**src/rtl/cmul_pkg.sv**
```systemverilog
// Shared widths, complex sample type and product-sum width helper for cmul_pipe.
package cmul_pkg;

  localparam int CMUL_DATA_W = 16;
  localparam int CMUL_COEF_W = 16;

  typedef struct packed {
    logic signed [CMUL_DATA_W-1:0] re;
    logic signed [CMUL_DATA_W-1:0] im;
  } cmul_cplx_t;

  // Two full-width products summed need one extra bit of headroom.
  function automatic int cmul_sum_w(input int data_w, input int coef_w);
    return data_w + coef_w + 1;
  endfunction

endpackage

```
**src/rtl/cmul_rndsat.sv**
```systemverilog
// Combinational round-half-up, Q1.(COEF_W-1) rescale and clamp/wrap of one product sum.
// Saturation is built only when CMUL_SAT_EN is defined; otherwise the result wraps and ovf=0.
module cmul_rndsat
  import cmul_pkg::*;
#(
  parameter int DATA_W = CMUL_DATA_W,
  parameter int COEF_W = CMUL_COEF_W,
  parameter int SUM_W  = cmul_sum_w(DATA_W, COEF_W)
) (
  input  logic signed [SUM_W-1:0]  sum,
  output logic        [DATA_W-1:0] y,
  output logic                     ovf
);

  localparam int EXT_W = SUM_W + 1;
  localparam int RND_W = EXT_W - (COEF_W - 1);

  logic signed [EXT_W-1:0] biased;
  logic        [RND_W-1:0] rnd;

  assign biased = EXT_W'(sum) + (EXT_W'(1) <<< (COEF_W - 2));
  // Taking the upper bits of the signed value is the arithmetic right shift.
  assign rnd = biased[EXT_W-1:COEF_W-1];

`ifdef CMUL_SAT_EN
  logic [RND_W-DATA_W:0] top_bits;
  logic                  unused_lsb;

  // In range only when every bit from the result sign upward agrees.
  assign top_bits   = rnd[RND_W-1:DATA_W-1];
  assign ovf        = !((&top_bits) || !(|top_bits));
  assign unused_lsb = ^biased[COEF_W-2:0];

  always_comb begin
    y = rnd[DATA_W-1:0];
    if (ovf) begin
      y = rnd[RND_W-1] ? {1'b1, {(DATA_W-1){1'b0}}} : {1'b0, {(DATA_W-1){1'b1}}};
    end
  end
`else
  logic unused_bits;

  assign y           = rnd[DATA_W-1:0];
  assign ovf         = 1'b0;
  assign unused_bits = ^{biased[COEF_W-2:0], rnd[RND_W-1:DATA_W]};
`endif

endmodule

```
**src/rtl/cmul_pipe.sv**
```systemverilog
// Three-stage complex multiplier y = a*w, result 3 cycles after accept; one global stall
// enable (in_ready = !out_valid || out_ready) holds every stage. CMUL_SAT_EN enables saturation.
module cmul_pipe
  import cmul_pkg::*;
#(
  parameter int DATA_W = CMUL_DATA_W,
  parameter int COEF_W = CMUL_COEF_W
) (
  input  logic                     clk,
  input  logic                     rst_n,
  input  logic                     in_valid,
  output logic                     in_ready,
  input  logic signed [DATA_W-1:0] a_re,
  input  logic signed [DATA_W-1:0] a_im,
  input  logic signed [COEF_W-1:0] w_re,
  input  logic signed [COEF_W-1:0] w_im,
  output logic                     out_valid,
  input  logic                     out_ready,
  output logic        [DATA_W-1:0] y_re,
  output logic        [DATA_W-1:0] y_im,
  output logic                     ovf
);

  localparam int PROD_W = DATA_W + COEF_W;
  localparam int SUM_W  = cmul_sum_w(DATA_W, COEF_W);

  logic                     en;
  logic                     s1_vld;
  logic signed [DATA_W-1:0] s1_a_re, s1_a_im;
  logic signed [COEF_W-1:0] s1_w_re, s1_w_im;
  logic                     s2_vld;
  logic signed [PROD_W-1:0] p_rr, p_ii, p_ri, p_ir;
  logic signed [SUM_W-1:0]  sum_re, sum_im;
  logic        [DATA_W-1:0] rs_re, rs_im;
  logic                     rs_ovf_re, rs_ovf_im;

  assign en       = !out_valid || out_ready;
  assign in_ready = en;

  // Stage 1: operand capture. Data registers need no reset; only valids matter.
  always_ff @(posedge clk) begin
    if (!rst_n)  s1_vld <= 1'b0;
    else if (en) s1_vld <= in_valid;
  end

  always_ff @(posedge clk) begin
    if (en) begin
      s1_a_re <= a_re;
      s1_a_im <= a_im;
      s1_w_re <= w_re;
      s1_w_im <= w_im;
    end
  end

  // Stage 2: the four partial products at full precision.
  always_ff @(posedge clk) begin
    if (!rst_n)  s2_vld <= 1'b0;
    else if (en) s2_vld <= s1_vld;
  end

  always_ff @(posedge clk) begin
    if (en) begin
      p_rr <= PROD_W'(s1_a_re) * PROD_W'(s1_w_re);
      p_ii <= PROD_W'(s1_a_im) * PROD_W'(s1_w_im);
      p_ri <= PROD_W'(s1_a_re) * PROD_W'(s1_w_im);
      p_ir <= PROD_W'(s1_a_im) * PROD_W'(s1_w_re);
    end
  end

  assign sum_re = SUM_W'(p_rr) - SUM_W'(p_ii);
  assign sum_im = SUM_W'(p_ri) + SUM_W'(p_ir);

  cmul_rndsat #(.DATA_W(DATA_W), .COEF_W(COEF_W), .SUM_W(SUM_W)) u_rs_re (
    .sum (sum_re),
    .y   (rs_re),
    .ovf (rs_ovf_re)
  );

  cmul_rndsat #(.DATA_W(DATA_W), .COEF_W(COEF_W), .SUM_W(SUM_W)) u_rs_im (
    .sum (sum_im),
    .y   (rs_im),
    .ovf (rs_ovf_im)
  );

  // Stage 3: output register, held while downstream stalls.
  always_ff @(posedge clk) begin
    if (!rst_n) begin
      out_valid <= 1'b0;
      y_re      <= '0;
      y_im      <= '0;
      ovf       <= 1'b0;
    end else if (en) begin
      out_valid <= s2_vld;
      y_re      <= rs_re;
      y_im      <= rs_im;
      ovf       <= rs_ovf_re | rs_ovf_im;
    end
  end

endmodule

```
**config.mk**
```make
export PLATFORM = sky130hd
export DESIGN_NAME = cmul_pipe
export DESIGN_NICKNAME = d
export VERILOG_FILES = /design/src/rtl/cmul_pkg.sv /design/src/rtl/cmul_rndsat.sv /design/src/rtl/cmul_pipe.sv
export SDC_FILE = /design/constraint.sdc
export NUM_CORES = 2
export LEC_CHECK = 0
export CORE_UTILIZATION = 63
export CTS_CLUSTER_DIAMETER = 50
export DETAILED_ROUTE_END_ITERATION = 8
export GPL_ROUTABILITY_DRIVEN = 0
export PLACE_DENSITY = 0.78
export SYNTH_ARGS = -nofsm -noshare
export SYNTH_HDL_FRONTEND = slang
export SYNTH_SLANG_ARGS = --single-unit
```
**constraint.sdc**
```tcl
create_clock -name clk -period 9.75 [get_ports clk]
set_input_delay 1.95 -clock clk [delete_from_list [all_inputs] [get_ports clk]]
set_output_delay 1.95 -clock clk [all_outputs]
set_load 0.1 [all_outputs]
```
==> impl_metrics.ini <==
[detailed_routing]
antenna_left = 0
routedWlPerCell_microns = 17.80
first_pass_iters = 6
via_count = 33586
vias_per_cell = 5.541
initialDrtViolationCount = 2358
routed_wl_microns = 107900
drc_errors = 0

[worst_setup_path]
critPathTopFamily = adder cells
crit_arrival_ps = 7820
worst-path-buf-inv = 1
cpPeakStageDelay_ps = 1210
end_kind = flop
crit_type = reg -> reg
rrSetupSlack_ps = 2260
cp-start-kind = flop
crit_fanout = 32
cpMaxStageDelayCell = edfxtp_1
crit_required_ps = 10080
crit_chain = nand2_1 > fa_1 > fa_1 > fa_1 > fa_1 > inv_1 > fa_1 > fa_1 > ha_1 > a21o_1 > o21ai_0 > o22ai_1 > nor4_1 > o31a_1 > o311a_1 > o21bai_1 > a21oi_1 > xnor2_1
crit_top_cell = fa_1

[clock_tree]
cts_htree_levels = 2
hold_buffers = 0
cts_made_buffers = 45
clk_pin_slew_ps = 50
cts.repair.resized = 0
cts_buffer_depth = 3
cts_root_buffer = clkbuf_16
cts_tree = yes
clock_latency_ps = 590
cts_num_sinks = 223
cts_setup_buffers = 0

[timing]
max_freq_mhz = 133.6
fin_tns_setup_ps = 0
timing.final.crit_share_pct = 76.79
setup_violations = 0
min_period_ps = 7488
fin_worst_skew_ps = 30.34
slew_headroom_pct = 11.53
worst_pin_slew_ps = 1327
rsz0062_at_grt = no
report.final.slew_viol_count = 0
hold_viol = 0

[yosys]
async_flop_share_pct = 0
synth-seq-area-share_pct = 13.13
synth_nets = 6514
ys_ff_latch = 223
yosysUniqueCellTypes = 77
yosysWarnings = 0
synthCells = 4988
synth_area_sq_um = 48320
synth-edff-count = 188
syn_area_per_cell_sq_um = 9.688
synth-main-ff-cell = edfxtp_1

[floorplanning]
die-area_sq_um = 77810
core-area_sq_um = 75950
initial_core_util_pct = 63.62
io_pins = 103
die_w_microns = 279.0
die_h_microns = 279.0
rows = 101

[layout]
stdcell_area_sq_um = 51850
drive_gt1_share_pct = 3.380
nNetsFinal = 6518
mostFrequentLayoutCells = inv_1 (1177), fa_1 (1024), nand2_1 (575)
final_common_cell = inv_1
layout-area-overhead-vs-synth_pct = 7.310

[status]
outcome = finished, final reports clean

[flow_run]
maxCapViolations = 0

[placement]
dpl.hpwl_microns = 83780
port_buffers = 101
place_area_sq_um = 50320

[global_routing]
grt-ovfl-total = 0
grt_pass1_vias = 36276
grt_usage_pct = 29.85
grt_pass1_wl_microns = 182700
antenna_found_initial = 0
grt_max_degree = 65

[min_path]
hp-class = reg -> reg
==> final timing paths <==
path                     endpoint  cells past startpoint            startpoint
min reg2reg  y_im[2]$_SDFFE_PN0P_                      2  y_im[2]$_SDFFE_PN0P_
max            p_rr[30]$_DFFE_PP_                     18  s1_w_re[2]$_DFFE_PP_
min          y_im[2]$_SDFFE_PN0P_                      2  y_im[2]$_SDFFE_PN0P_
max reg2reg    p_rr[30]$_DFFE_PP_                     18  s1_w_re[2]$_DFFE_PP_
==> stage by stage <==
| stage | hold WS (ps) | setup WS [ps] | cells | util, % |
|---|---|---|---|---|
| 4_1_cts | 451.9 | 2411 | 6059 | 68.27 |
| 6_report | 449.6 | 2262 | 6061 | 68.27 |
| 3_3_place_gp | 436.0 | 2558 | 5975 | 66.26 |
| 3_5_place_dp | 443.0 | 2441 | 5975 | 66.26 |
| 2_1_floorplan | 440.2 | 3398 | 4988 | - |
| 5_1_grt | 480.8 | 1762 | 6059 | 68.27 |
==> cell usage after synthesis, drive strengths merged, types with 4 or more instances <==
library cell	number	area, sq um
a2111oi	6	77.57
a211o	10	87.58
a211oi	18	135.1
a21boi	11	82.58
a21o	50	375.4
a21oi	106	534.3
a31o	5	43.79
a31oi	12	75.07
and2	494	3092
and3	11	68.82
and4	4	35.03
clkbuf	207	787.0
dfxtp	35	700.7
edfxtp	188	5645
fa	1024	20500
ha	434	5430
inv	1178	4422
nand2	575	2158
nand2b	33	206.5
nand3	31	155.2
nand3b	4	30.03
nand4	8	50.05
nor2	117	439.2
nor2b	10	62.56
nor3	24	120.1
nor4	6	37.54
o211ai	11	82.58
o21a	22	165.2
o21ai	84	420.4
o21bai	14	105.1
o31ai	13	102.6
or2	6	37.54
or3	13	86.33
xnor2	123	1077
xor2	43	376.6
==> state kept, by name, indices dropped and copies added, names as in the netlist, 16 cells and up <==
signal,cells
p_ii,31
p_ir,31
p_ri,31
p_rr,31
s1_a_im,16
s1_a_re,16
s1_w_im,16
s1_w_re,16
y_im,16
y_re,16
==> worst register-to-register path: stages (launching register included) <==
cell and delay (ps):
edfxtp_1 1210, nand2_1 240, fa_1 550, fa_1 570
fa_1 440, fa_1 550, inv_1 60, fa_1 500
fa_1 420, ha_1 360, a21o_1 230, o21ai_0 280
o22ai_1 180, nor4_1 730, o31a_1 360, o311a_1 230
o21bai_1 80, a21oi_1 170, xnor2_1 80
==> area by class of cell <==
| class | instances | area, sq um |
|---|---|---|
| tap | 1030 | 1289 |
| clock inverter | 27 | 241.5 |
| inverter | 1178 | 4429 |
| timing repair buffer | 167 | 1506 |
| antenna | 2 | 5.005 |
| clock buffer | 57 | 1285 |
| fill | 5831 | 24100 |
| sequential | 223 | 6346 |
| multi-input combinational | 3377 | 36750 |
==> logic make-up after synthesis <==
kind of cell | synth area share (%)
AOI/OAI and AO/OA | 5.492
adders and majority gates | 53.66
muxes | 0.06215
buffers and inverters | 10.83
DFF | 13.13
other | 0.007761
xor gates and xnor gates | 3.009
and+or+nand+nor | 13.81
==> routing by layer <==
metal	routed length [microns]	up-vias	global-route usage, %
met5	0	-	0
met4	6017	0	14.45
met3	7931	210	4.108
met2	50400	1283	47.68
met1	43550	17100	40.54
li1	-	14993	-
Power is left out: the tool's default activity adds up to more than one toggle a clock period on the data nets, which glitch-free logic cannot reach.
